`config.mk`:
```
export PLATFORM = sky130hd
export DESIGN_NAME = switch_event_detector
export DESIGN_NICKNAME = d
export VERILOG_FILES = /design/src/rtl/switch_event_detector_pkg.sv /design/src/rtl/evt_mailbox.sv /design/src/rtl/switch_event_detector.sv
export SDC_FILE = /design/constraint.sdc
export NUM_CORES = 1
export LEC_CHECK = 0
export BUFFER_PORTS_ARGS = -buffer_cell sky130_fd_sc_hd__buf_2
export CAP_MARGIN = 30
export CELL_PAD_IN_SITES_DETAIL_PLACEMENT = 2
export CELL_PAD_IN_SITES_GLOBAL_PLACEMENT = 2
export CORE_AREA = 5 5 80 67
export DETAILED_ROUTE_END_ITERATION = 10
export DIE_AREA = 0 0 85 72
export PLACE_DENSITY_LB_ADDON = 0.1
export SLEW_MARGIN = 20
export SYNTH_ARGS = -nofsm -noshare
export SYNTH_HDL_FRONTEND = slang
export SYNTH_SLANG_ARGS = --single-unit
export TNS_END_PERCENT = 1
```
`constraint.sdc`:
```
create_clock -name clk -period 2.2 [get_ports clk]
set_input_delay 0.11 -clock clk [delete_from_list [all_inputs] [get_ports clk]]
set_output_delay 0.11 -clock clk [all_outputs]
set_load 0.05 [all_outputs]
```
`src/rtl/switch_event_detector_pkg.sv`:
```
// Shared definitions for the switch event detector: FSM state encoding and
// mailbox event codes.
package switch_event_detector_pkg;

   localparam int unsigned STATE_W = 2;
   localparam int unsigned EVT_W   = 2;

   typedef enum logic [STATE_W-1:0] {
      ST_IDLE  = 2'd0,
      ST_PRESS = 2'd1,
      ST_LONG  = 2'd2
   } state_e;

   localparam logic [EVT_W-1:0] EVT_SHORT    = 2'b00;
   localparam logic [EVT_W-1:0] EVT_LONG     = 2'b01;
   localparam logic [EVT_W-1:0] EVT_REPEAT   = 2'b10;
   localparam logic [EVT_W-1:0] EVT_LONG_REL = 2'b11;

endpackage

```
`src/rtl/evt_mailbox.sv`:
```
// Single-entry event mailbox: holds one pending event code until acknowledged,
// flags (sticky) any event that arrives while it is still full.
module evt_mailbox
   import switch_event_detector_pkg::*;
(
   input  logic             clk,
   input  logic             rst_n,
   input  logic             post_i,
   input  logic [EVT_W-1:0] code_i,
   input  logic             ack_i,
   output logic             valid_o,
   output logic [EVT_W-1:0] code_o,
   output logic             overflow_o
);

   logic             valid_q, valid_d;
   logic [EVT_W-1:0] code_q, code_d;
   logic             ovf_q, ovf_d;

   // An ack frees the slot in the same cycle, so a coincident post is accepted.
   always_comb begin
      valid_d = valid_q;
      code_d  = code_q;
      ovf_d   = ovf_q;
      if (ack_i && valid_q) begin
         ovf_d   = 1'b0;
         valid_d = post_i;
         if (post_i) begin
            code_d = code_i;
         end
      end else if (post_i) begin
         if (!valid_q) begin
            valid_d = 1'b1;
            code_d  = code_i;
         end else begin
            ovf_d = 1'b1;
         end
      end
   end

   always_ff @(posedge clk or negedge rst_n) begin
      if (!rst_n) begin
         valid_q <= 1'b0;
         code_q  <= EVT_SHORT;
         ovf_q   <= 1'b0;
      end else begin
         valid_q <= valid_d;
         code_q  <= code_d;
         ovf_q   <= ovf_d;
      end
   end

   assign valid_o    = valid_q;
   assign code_o     = code_q;
   assign overflow_o = ovf_q;

endmodule

```
`src/rtl/switch_event_detector.sv`:
```
// Turns a debounced switch level into press/release/long/repeat strobes and
// posts click-level events into a one-deep mailbox for a slow consumer.
module switch_event_detector
   import switch_event_detector_pkg::*;
#(
   parameter int unsigned IS_PULLUP     = 0,
   parameter int unsigned LONG_CYCLES   = 1000,
   parameter int unsigned REPEAT_CYCLES = 250,
   parameter int unsigned CNT_W         = 16
) (
   input  logic       clk,
   input  logic       rst_n,
   input  logic       i_debounced,
   input  logic       i_evt_ack,
   output logic       o_pressed,
   output logic       o_press,
   output logic       o_release,
   output logic       o_long,
   output logic       o_repeat,
   output logic       o_evt_valid,
   output logic [1:0] o_evt_code,
   output logic       o_evt_overflow
);

   localparam logic             ACT_POL = (IS_PULLUP != 0);
   localparam logic             REP_EN  = (REPEAT_CYCLES != 0);
   localparam logic [CNT_W-1:0] LONG_TC = CNT_W'(LONG_CYCLES - 32'd1);
   localparam logic [CNT_W-1:0] REP_TC  =
      CNT_W'((REPEAT_CYCLES == 0) ? 32'd0 : REPEAT_CYCLES - 32'd1);

   state_e           state_q, state_d;
   logic [CNT_W-1:0] cnt_q, cnt_d;
   logic             pressed_q;
   logic             press_q, press_d;
   logic             release_q, release_d;
   logic             long_q, long_d;
   logic             repeat_q, repeat_d;
   logic             active_c;
   logic             post_c;
   logic [EVT_W-1:0] post_code_c;

   assign active_c = i_debounced ^ ACT_POL;

   // Release is tested first so it always wins over a same-cycle terminal count.
   always_comb begin
      state_d     = state_q;
      cnt_d       = cnt_q;
      press_d     = 1'b0;
      release_d   = 1'b0;
      long_d      = 1'b0;
      repeat_d    = 1'b0;
      post_c      = 1'b0;
      post_code_c = EVT_SHORT;
      unique case (state_q)
         ST_IDLE: begin
            if (active_c) begin
               state_d = ST_PRESS;
               cnt_d   = '0;
               press_d = 1'b1;
            end
         end
         ST_PRESS: begin
            if (!active_c) begin
               state_d     = ST_IDLE;
               cnt_d       = '0;
               release_d   = 1'b1;
               post_c      = 1'b1;
               post_code_c = EVT_SHORT;
            end else if (cnt_q == LONG_TC) begin
               state_d     = ST_LONG;
               cnt_d       = '0;
               long_d      = 1'b1;
               post_c      = 1'b1;
               post_code_c = EVT_LONG;
            end else begin
               cnt_d = cnt_q + CNT_W'(1);
            end
         end
         ST_LONG: begin
            if (!active_c) begin
               state_d     = ST_IDLE;
               cnt_d       = '0;
               release_d   = 1'b1;
               post_c      = 1'b1;
               post_code_c = EVT_LONG_REL;
            end else if (!REP_EN) begin
               cnt_d = '0;
            end else if (cnt_q == REP_TC) begin
               cnt_d       = '0;
               repeat_d    = 1'b1;
               post_c      = 1'b1;
               post_code_c = EVT_REPEAT;
            end else begin
               cnt_d = cnt_q + CNT_W'(1);
            end
         end
         default: begin
            state_d = ST_IDLE;
            cnt_d   = '0;
         end
      endcase
   end

   always_ff @(posedge clk or negedge rst_n) begin
      if (!rst_n) begin
         state_q   <= ST_IDLE;
         cnt_q     <= '0;
         pressed_q <= 1'b0;
         press_q   <= 1'b0;
         release_q <= 1'b0;
         long_q    <= 1'b0;
         repeat_q  <= 1'b0;
      end else begin
         state_q   <= state_d;
         cnt_q     <= cnt_d;
         pressed_q <= active_c;
         press_q   <= press_d;
         release_q <= release_d;
         long_q    <= long_d;
         repeat_q  <= repeat_d;
      end
   end

   evt_mailbox u_mailbox (
      .clk       (clk),
      .rst_n     (rst_n),
      .post_i    (post_c),
      .code_i    (post_code_c),
      .ack_i     (i_evt_ack),
      .valid_o   (o_evt_valid),
      .code_o    (o_evt_code),
      .overflow_o(o_evt_overflow)
   );

   assign o_pressed = pressed_q;
   assign o_press   = press_q;
   assign o_release = release_q;
   assign o_long    = long_q;
   assign o_repeat  = repeat_q;

endmodule

```
* Word-level counts from Yosys, hierarchy flattened
Cells that the tools add are included.
Word-level totals: register bits 27, input port bits 4, word-level logic and storage cells 65
Cells by class: $add $sub $neg 1, eq/ne operators 8, multiplexer cells 38, reduce and logical (&&, ||, !) cells 8
Operator list (count):
- $mux W16 | 5
- $pmux W16 S3 | 1
- $mux W2 | 10
- $mux W1 | 19
- $add A16 B1 Y16 const B | 1
- $eq A16 B10 Y1 const B | 1
- $eq A16 B8 Y1 const B | 1
- $ne A2 B2 Y1 const B | 3
- $pmux W2 S3 | 1
- $pmux W2 S2 | 1
- $reduce_and A2 Y1 | 2
- $reduce_bool A2 Y1 | 2
- $ne A3 B3 Y1 const B | 1
- $reduce_and A3 Y1 | 1
- $eq A2 B1 Y1 const B | 1
- $eq A2 B2 Y1 const B | 1
- $logic_not A2 Y1 | 1
- $pmux W1 S2 | 1
- $reduce_or A2 Y1 | 1
- $logic_and A1 B1 Y1 | 1

* Longest topological paths before layout
depth after elaboration 7, mapped depth 9, depth with buffers taken out 7

* Hierarchy
A second synthesis with hierarchy kept.
Second synthesis, totals: cells, all modules 153, area total of the unflattened synthesis 1493.9 um2
By module, submodules not included:
- switch_event_detector | instances 1, cells each 142, area an instance 1322.5 um2, seq. area each 575.6 um2
- evt_mailbox | instances 1, cells each 11, area an instance 171.4 um2, seq. area each 100.1 um2

* Worst setup path after synthesis
Ideal clock, no wire load.
path type flip-flop to flip-flop, start register cnt_q[10], end register cnt_q[4], setup time 124 ps, arrival 1869 ps, path slack 207 ps, stages on the path, launching flop included 7, buffers on the path 1, period minus slack after synthesis 1993 ps, path through dfrtp_1 or4_4 nor4_2 o22a_1 buf_6 nor3_1 a211o_1
On the way: longest elaborated chain between the ends 4
RTL lines:
- start: declaration | line switch_event_detector.sv:32 | logic [CNT_W-1:0] cnt_q, cnt_d;
- start signal: assignment | line switch_event_detector.sv:115 | cnt_q <= cnt_d;
- $eq A16 B8 Y1 / $eq A16 B10 Y1 (equally long branches) | line switch_event_detector.sv:88, switch_event_detector.sv:69
- $mux W16 (on tied branches) | line switch_event_detector.sv:88, switch_event_detector.sv:69
- $mux W16 (on tied branches) | line switch_event_detector.sv:80, switch_event_detector.sv:63
- $pmux W16 S3 * | line switch_event_detector.sv:54 | unique case (state_q)
Every way passes the cells marked *; elsewhere a longest branch is shown, timed or not. A chain may end at the register's enable or synchronous reset.

* Worst setup path in the final report
start register cnt_q[12], end register cnt_q[4]
The elaborated chain is that of the path after synthesis.

==> metrics.csv <==
stage;metric;value;unit
worst_setup_path;critPathLaunchType;flop;
yosys;synth.distinct_cells;41;
placed_design;numPortBuffers;12;
worst_setup_path;cp.arrival;2.30;ns
yosys;ys_top_cells_by_area;dfrtp_1, ha_1, xor2_1, nand2_1, nor2_1;
worst_setup_path;critical_path_required;2.36;ns
worst_setup_path;cp_slowest_stage_delay;0.59;ns
sta;hold_viol_final;0;
pwr;power;1430;uW
pwr;p_sw_share;39.3;%
yosys;yosys_warnings;0;
die;io_pins;13;
clock_tree;cts_sinks;27;
route;final_antenna_net_count;0;
sta;max_freq;468;MHz
global_routing;grt_pass1_vias;1255;
cells_and_area;syn2layout_area_growth;20.8;%
global_routing;grt_pass1_wl;6420;um
cells_and_area;top_register;cnt_q;
route;drtPass1Iterations;5;
clock_tree;clkTransAtPathRegs;0.10;ns
yosys;yosysTopAreaCell;dfrtp_1;
worst_setup_path;worstSetupPathType;reg2reg;
route;drc;0;
pwr;p_leak;0.000752;uW
placed_design;gp_congestion;0.770;
yosys;yosys.area_share.xor_xnor;6.29;%
outcome;status;finished, final reports clean;
die;fp.coreArea;0.00446;mm^2
pwr;clockPowerShare;20.2;%
pwr;internal_power;871;uW
die;dieArea;0.00612;mm^2
yosys;yosysSeqAreaShare;48.6;%
sta;slew_violations;0;
route;drt-total-wl;3850;um
worst_setup_path;cp-end-kind;flop;
cells_and_area;antenna_cells;0;
sta;rsz0062_at_grt;true;
worst_setup_path;cp_max_fo;6;
worst_setup_path;crit_start;cnt_q[12];
worst_setup_path;cpLargestDelayFamily;simple AND/OR/NAND/NOR gates;
sta;worst_pin_slew;0.625;ns
worst_setup_path;cp_cell_sequence;or4_4, nor4_4, o22a_2, buf_4, nor2_1, a211o_1;
worst_setup_path;timing.rr.end;cnt_q[4];
clock_tree;cts_tree;done;
worst_setup_path;cp_num_cells;6;
yosys;synthArstFlopShare;100;%
clock_tree;cts_max_level;1;
placed_design;post-place-ws;-0.0134;ns
worst_setup_path;r2r_slack;0.06;ns
yosys;ys.flop_type;dfrtp_1;
worst_setup_path;reg2reg_from;cnt_q[12];
pwr;peakVddDrop;0.376;mV
sta;timing.final.crit_share;97.2;%
global_routing;grt_max_degree;28;
sta;setup_slack;0.0612;ns
placed_design;dpl.hpwl;2860;um
yosys;yosys.area_share.simple;25.7;%
worst_setup_path;path_buf_inv;1;
sta;hold_slack;0.0484;ns
hold_path;hold_path_class;in2reg;
yosys;synth-compound-area-share;12.2;%
die;die-height;72;um
pwr;seqPwrFrac;40.8;%
sta;max_slew_margin;58.3;%
hold_path;hold_depth;1;
clock_tree;cts_buffers;3;
die;start_util;31.2;%
sta;min_period;2.14;ns
yosys;syn_area;0.00139;mm^2
worst_setup_path;reg2reg_depth;6;
global_routing;antenna_found_initial;0;
pwr;combinationalPowerShare;39.1;%
clock_tree;insertion_delay;0.27;ns
route;num_vias;1133;
yosys;synthAdderAreaFrac;4.50;%
yosys;syn_inst;138;
cells_and_area;num-fill-cells;518;
cells_and_area;largest_register_ff_count;16;
sta;finalSetupViolCount;0;
worst_setup_path;crit_end;cnt_q[4];
yosys;synth_area_per_cell;10.1;um^2
flow_run;cap_violations;0;
global_routing;grt_usage;13.1;%
sta;skew;0.00612;ns
hold_path;holdCritStartpoint;i_debounced;
cells_and_area;fin_nets;173;
route;initialDrtViolationCount;51;
yosys;synth_edf_count;0;
yosys;synth_top_cell_area_share;48.6;%
worst_setup_path;crit_slowest_cell;or4_4;
cells_and_area;drive_gt1_share;20.9;%
yosys;ys_ff_latch;27;
global_routing;grt_overflow_total;0;
die;fp.dieW;85;um
yosys;syn-num-nets;147;
cells_and_area;final_util;37.7;%
pwr;pwr_density_cell;854;mW/mm^2
clock_tree;cts-root-buf;clkbuf_8;
die;rows;22;
yosys;synthMuxAreaShare;0;%
clock_tree;clockBufferDepth;2;
yosys;synth_top_family_by_area;simple AND/OR/NAND/NOR gates;
route;vias_per_cell;5.08;
route;wl_per_cell;17.3;um
pwr;p_sw;564;uW
-- how the worst min path moves through the flow --
| stage | to |
|---|---|
| 6_report | o_pressed |
| 5_1_grt | o_pressed |
| 4_1_cts | o_pressed |
| 3_5_place_dp | o_release |
| 3_3_place_gp | o_release |
| 2_1_floorplan | cnt_q[0] |
-- power groups by stage --
stage,registers (uW),logic (uW),clock network (uW)
6_report,585,560,289
5_1_grt,592,606,317
4_1_cts,586,544,300
3_5_place_dp,596,540,0
3_3_place_gp,591,519,0
2_1_floorplan,723,241,0
-- area by class of cell --
type	count	area [um^2]	share of cell area [%]
Inverter	5	18.8	1.12
Timing Repair Buffer	23	149	8.86
Tap cell	60	75.1	4.47
Multi-Input combinational cell	104	717	42.7
Clock buffer	4	45.0	2.68
Sequential cell	27	676	40.2
-- routing by layer --
metal / share of wire, % / global-route usage, %
met1: 51 / 19.0
met2: 46 / 20.1
met3: 2.5 / 3.18
met4: 0.55 / 1.93
met5: 0 / 0
-- Yosys cell counts (all sizes together), types with 5 or more instances --
cell type,number
dfrtp,27
nor2,14
inv,5
o21ai,7
xor2,7
ha,5
nand3,8
nand2,15
-- layout by cell type, fill, tap and decap left out, types with 3 or more instances in the layout --
cell type / n
dfrtp_1: 27
nand2_1: 15
nor2_1: 14
buf_2: 12
buf_4: 9
nand3_1: 8
xor2_1: 7
inv_1: 5
o21ai_0: 5
ha_1: 5
nor2b_1: 3
and2_1: 3
nand2b_1: 3
xnor2_1: 3
nor3_1: 3
a21o_1: 3
clkbuf_8: 3
-- per-stage QoR --
step                TNS [ns]  area [um^2]  std cells
floorplan                  0         1390        138
global placement     -0.0129         1580        217
detailed placement   -0.0134         1580        217
CTS                        0         1630        222
global route         -0.0334         1680        223
finish                     0         1680        223
-- logic make-up (layout without fill, tap and decap cells) --
kind of cell / count (synthesis) / in the layout
compound gates: 24 / 24
xor+xnor: 10 / 10
fa+ha+maj: 5 / 5
buf+inv: 7 / 32
flops: 27 / 27
simple gates: 65 / 65
-- repair_timing --
item,4_1_cts,5_1_grt
endpoints found under the setup margin,2,14
hold buffers,1,0
gates cloned,0,0
resized for setup,1,7
pin swaps,0,2
setup buffers,0,1
endpoints found under the hold margin,27,0
Power figures use the tool's default switching activity.
